<file path="config.mk">
export PLATFORM = sky130hd
export DESIGN_NAME = exec_ctrl
export DESIGN_NICKNAME = d
export VERILOG_FILES = /design/src/rtl/exec_ctrl.sv
export SDC_FILE = /design/constraint.sdc
export NUM_CORES = 1
export LEC_CHECK = 0
export ABC_AREA = 1
export CAP_MARGIN = 20
export CORE_MARGIN = 2
export CORE_UTILIZATION = 58
export CTS_BUF_LIST = sky130_fd_sc_hd__clkbuf_8 sky130_fd_sc_hd__clkbuf_16
export CTS_CLUSTER_DIAMETER = 120
export CTS_CLUSTER_SIZE = 40
export DETAILED_ROUTE_END_ITERATION = 7
export DONT_BUFFER_PORTS = 1
export GPL_TIMING_DRIVEN = 0
export PLACE_DENSITY = 0.74
export SLEW_MARGIN = 20
export SYNTH_ARGS = -nofsm -noshare
export SYNTH_HDL_FRONTEND = slang
export SYNTH_SLANG_ARGS = --single-unit
</file>
<file path="constraint.sdc">
create_clock -name clk -period 5.17 [get_ports clk]
set_input_delay 1.034 -clock clk [delete_from_list [all_inputs] [get_ports clk]]
set_output_delay 1.034 -clock clk [all_outputs]
set_load 0.01 [all_outputs]
</file>
<file path="src/rtl/exec_ctrl.sv">
// ---------------------------------------------------------------------------
// exec_ctrl
// Single-issue execute controller. It accepts one operation at a time and
// either hands the operands to an external combinational ALU for one cycle,
// or runs them through an internal 32-step restoring divider. The result
// then sits in a writeback register until the consumer takes it.
//
// Handshakes (both sides): a transfer happens on a rising clk edge where
// valid && ready are both high. The producer holds its payload stable until
// that edge. in_ready and wb_valid come from registered state only.
//
// Ports
//   clk, reset                 clock, synchronous active-high reset
//   in_valid/in_ready          issue handshake
//   in_aluop/in_val1/in_val2   opcode and operands (dividend/divisor for DIV)
//   in_rd                      destination tag
//   alu_val1/alu_val2/alu_aluop  registered operands/opcode to the ALU
//   alu_is_op                  ALU enable, high only in EXEC
//   alu_result                 ALU combinational result
//   wb_valid/wb_ready          writeback handshake
//   wb_rd/wb_data              writeback tag and value
//   busy                       high whenever not IDLE
//   dbg_state                  current FSM state (IDLE=0 EXEC=1 DIV=2 WB=3)
// ---------------------------------------------------------------------------
module exec_ctrl #(
    parameter logic [4:0] ALUOP_DIV = 5'd6
) (
    input  logic        clk,
    input  logic        reset,
    input  logic        in_valid,
    output logic        in_ready,
    input  logic [4:0]  in_aluop,
    input  logic [31:0] in_val1,
    input  logic [31:0] in_val2,
    input  logic [3:0]  in_rd,
    output logic [31:0] alu_val1,
    output logic [31:0] alu_val2,
    output logic [4:0]  alu_aluop,
    output logic        alu_is_op,
    input  logic [31:0] alu_result,
    output logic        wb_valid,
    input  logic        wb_ready,
    output logic [3:0]  wb_rd,
    output logic [31:0] wb_data,
    output logic        busy,
    output logic [1:0]  dbg_state
);

    typedef enum logic [1:0] {
        S_IDLE = 2'd0,
        S_EXEC = 2'd1,
        S_DIV  = 2'd2,
        S_WB   = 2'd3
    } state_t;

    state_t      r_state;
    state_t      w_next;

    logic [31:0] r_alu_val1;
    logic [31:0] r_alu_val2;
    logic [4:0]  r_alu_aluop;
    logic [3:0]  r_rd;
    logic [4:0]  r_cnt;
    logic [31:0] r_rem;
    logic [31:0] r_quo;
    logic        r_wb_valid;
    logic [3:0]  r_wb_rd;
    logic [31:0] r_wb_data;

    logic        w_accept;
    logic        w_is_div;
    logic        w_div_zero;
    logic [32:0] w_partial;
    logic [32:0] w_diff;
    logic        w_ge;
    logic [31:0] w_rem_next;
    logic [31:0] w_quo_next;

    assign w_accept   = in_valid && (r_state == S_IDLE);
    assign w_is_div   = (in_aluop == ALUOP_DIV);
    assign w_div_zero = w_is_div && (in_val2 == 32'd0);

    // Restoring division step. The partial remainder is shifted left and the
    // next dividend bit (held at the top of r_quo) enters at the bottom.
    // Because remainder < divisor, the difference always fits in 33-bit two's
    // complement, so bit 32 of the difference is the borrow.
    assign w_partial  = {r_rem, r_quo[31]};
    assign w_diff     = w_partial - {1'b0, r_alu_val2};
    assign w_ge       = ~w_diff[32];
    assign w_rem_next = w_ge ? w_diff[31:0] : w_partial[31:0];
    assign w_quo_next = {r_quo[30:0], w_ge};

    // State register
    always_ff @(posedge clk) begin
        if (reset) begin
            r_state <= S_IDLE;
        end else begin
            r_state <= w_next;
        end
    end

    // Next-state logic
    always_comb begin
        w_next = r_state;
        case (r_state)
            S_IDLE: begin
                if (w_accept) begin
                    if (!w_is_div) begin
                        w_next = S_EXEC;
                    end else if (w_div_zero) begin
                        w_next = S_WB;
                    end else begin
                        w_next = S_DIV;
                    end
                end
            end
            S_EXEC: w_next = S_WB;
            S_DIV: begin
                if (r_cnt == 5'd31) begin
                    w_next = S_WB;
                end
            end
            S_WB: begin
                if (wb_ready) begin
                    w_next = S_IDLE;
                end
            end
            default: w_next = S_IDLE;
        endcase
    end

    // Datapath
    always_ff @(posedge clk) begin
        if (reset) begin
            r_alu_val1  <= '0;
            r_alu_val2  <= '0;
            r_alu_aluop <= '0;
            r_rd        <= '0;
            r_cnt       <= '0;
            r_rem       <= '0;
            r_quo       <= '0;
            r_wb_valid  <= 1'b0;
            r_wb_rd     <= '0;
            r_wb_data   <= '0;
        end else begin
            case (r_state)
                S_IDLE: begin
                    if (w_accept) begin
                        r_alu_val1  <= in_val1;
                        r_alu_val2  <= in_val2;
                        r_alu_aluop <= in_aluop;
                        r_rd        <= in_rd;
                        r_cnt       <= '0;
                        r_rem       <= '0;
                        r_quo       <= in_val1;
                        // Divide by zero skips the divider entirely.
                        if (w_div_zero) begin
                            r_wb_data  <= 32'hFFFF_FFFF;
                            r_wb_rd    <= in_rd;
                            r_wb_valid <= 1'b1;
                        end
                    end
                end
                S_EXEC: begin
                    r_wb_data  <= alu_result;
                    r_wb_rd    <= r_rd;
                    r_wb_valid <= 1'b1;
                end
                S_DIV: begin
                    r_rem <= w_rem_next;
                    r_quo <= w_quo_next;
                    if (r_cnt == 5'd31) begin
                        r_wb_data  <= w_quo_next;
                        r_wb_rd    <= r_rd;
                        r_wb_valid <= 1'b1;
                    end else begin
                        r_cnt <= r_cnt + 5'd1;
                    end
                end
                S_WB: begin
                    if (wb_ready) begin
                        r_wb_valid <= 1'b0;
                    end
                end
                default: ;
            endcase
        end
    end

    assign in_ready  = (r_state == S_IDLE);
    assign busy      = (r_state != S_IDLE);
    assign alu_is_op = (r_state == S_EXEC);
    assign alu_val1  = r_alu_val1;
    assign alu_val2  = r_alu_val2;
    assign alu_aluop = r_alu_aluop;
    assign wb_valid  = r_wb_valid;
    assign wb_rd     = r_wb_rd;
    assign wb_data   = r_wb_data;
    assign dbg_state = r_state;

endmodule

</file>
==> run metrics <==
status=completed; Leak=5.661 nW; Area after DPL=10680 um^2; Yosys Warn Count=0; final wirelength=30.60 mm; CP startpoint kind=flip-flop; most common cell after layout, fill and taps aside=nand2_1; average routed wire per standard cell=15.84 um; GRT Resource Usage Total=32.75%; layout cells sized above 1=3.984%; die area=19010 um^2; worst vdd ir=0.0005433 V; dpl cells=1900; area grow syn2layout=8.725%; # IOs=220; post-route ant nets=0; post-route cell area=11300 um^2; Finish-stage setup viols=0; Area contributors post-synth=dfxtp_1 35%, nand2_1 15%, inv_1 9.7%; Starting DRT DRC Count=666; number of max-cap violations=0; top-area cell type share of the netlist area=34.85%; worst min path class=reg -> reg; Worst Path Arrival=3420 ps; Cell Area, Synth=10400 um^2; # diodes=0; DR vias=10350; global route overflow=0; # hold bufs at CTS=0; vias per cell=5.357; setup repair bufs after CTS=0; number of global-route vias before repair=9820; DR DRC count=0; Syn Nets=1824; CP required=5530 ps; Finished Layout Cells=1932; Slew headroom=52.71%; crit path max fanout=10; min cycle time layout=3060 ps; PD cells=540.2 nW/um^2; RSZ-0062 raised after global routing=false; Initial Util=59.69%; Horiz. Die Dim=137.9 um; biggest area consumer among synthesized cells=dfxtp_1; PostCTS Resize Cnt=0; core outline area=17420 um^2; DRT Pass-1 Iters=6; Max Slew Vio Count=0; critical path class=reg -> reg; Placer Congestion=0.9594; Netlist cell types=35; Mapped Avg Cell Area=6.207 um^2; final hold violation count=0; Worst-Skew Late Latency=440 ps; Fmax=326.8 MHz; Post-synth EDFFs=0; CTS tree=yes; CTS H-tree depth=4; sequential area share after synthesis=34.85%; synthesized instance count=1675; post-route setup TNS=0 ps; crit end category=flip-flop; num rows=48; fin crit share=59.19%; initial antenna violation count=0; Root Driver=clkbuf_16; most frequent cells in the layout=428 x nand2_1, 269 x inv_1, 225 x nor2_1, 181 x dfxtp_1, 144 x a21oi_1; Die Height=137.9 um; first-pass GRT wire length=48.42 mm; Clock Pin Slew Worst Setup and Hold Paths=80 ps; largest net degree at the start of global routing=20; IO Port Bufs=0; worst slew pin tran=702.8 ps; Layout Nets=1843; TritonCTS Sinks=181; ys flop type=dfxtp_1; fillers=1690; ys async rst share=0%; flop and latch count out of synthesis=181; Setup Skew=13.87 ps; CTS buffer count=17; post-DP HPWL=24.05 mm; CTS Buffer Depth=2
where the power goes:
part / internal (W) / switching (W)
clock: 0.000711 / 0.000652
combinational: 0.000764 / 0.00175
sequential: 0.00181 / 0.000427
cell type report:
cell class	instances	area [um^2]	area share [%]
flip-flops and latches	181	3623	32.06
well taps	225	281.5	2.491
clock buffers	18	439.2	3.885
plain buffers	73	314.1	2.778
clock inverters	14	186.4	1.649
inverters	273	1025	9.066
multi-input cells	1148	5434	48.07
registers in the layout (all words and copies together), names as in the netlist:
| name | count |
|---|---|
| alu_aluop | 5 |
| alu_val1 | 32 |
| alu_val2 | 32 |
| dbg_state | 2 |
| r_cnt | 5 |
| r_quo | 32 |
| r_rd | 4 |
| r_rem | 32 |
| wb_data | 32 |
| wb_rd | 4 |
| wb_valid | 1 |
cells in the mapped netlist (all sizes together), types with 10 or more instances:
library cell and count:
inv 271, dfxtp 181, nor2 230, o21ai 141
nand3 96, a21oi 148, clkbuf 63, xor2 11
ha 39, nand2 440, buf 10, nand4 12
path summary, 6_finish.rpt:
check | cells past startpoint | from | end | slack, ps
hold reg to reg | 2 | r_rem[13] | r_rem[13] | 490
setup reg to reg | 9 | dbg_state[0] | r_rem[14] | 2110
setup / recovery | 9 | dbg_state[0] | r_rem[14] | 2110
hold / removal | 2 | r_rem[13] | r_rem[13] | 490
critical path, cell delays in order, from the launching register on:
cell      delay (ps)
dfxtp_1          520
inv_1            140
ha_1             340
nand2_1          320
o21ai_1          260
inv_1            120
clkbuf_1         520
clkbuf_1         470
nand2_1          110
a21oi_1          160
metal layers:
metal	global-route usage [%]	up-vias	share of wire, %
li1	-	5251	-
met1	37.37	4657	40
met2	57.65	362	49
met3	8.480	80	7.2
met4	14.29	0	4.3
met5	0	-	0
stage by stage:
| step | util, % | power (W) | hold WS (ps) | worst slack, ps |
|---|---|---|---|---|
| final | 64.90 | 0.006107 | 489.5 | 2110 |
| after global routing | 64.90 | 0.006544 | 508.2 | 1895 |
| after CTS | 64.90 | 0.006089 | 487.7 | 2140 |
| after detailed placement | 61.31 | 0.004735 | 471.9 | 1734 |
| after global placement | 61.31 | 0.004679 | 453.9 | 1706 |
| after floorplan | - | 0.004028 | 443.9 | 2795 |
cells by family after synthesis:
group	Yosys count	share of synthesized area [%]
buffers and inverters	346	12.88
multiplexers	4	0.3851
AO/OA/AOI/OAI	295	14.47
adder cells (fa/ha/maj)	40	4.886
AND/OR/NAND/NOR	793	31.18
XOR/XNOR	16	1.348
flip-flops	181	34.85
Power figures use the tool's default switching activity.
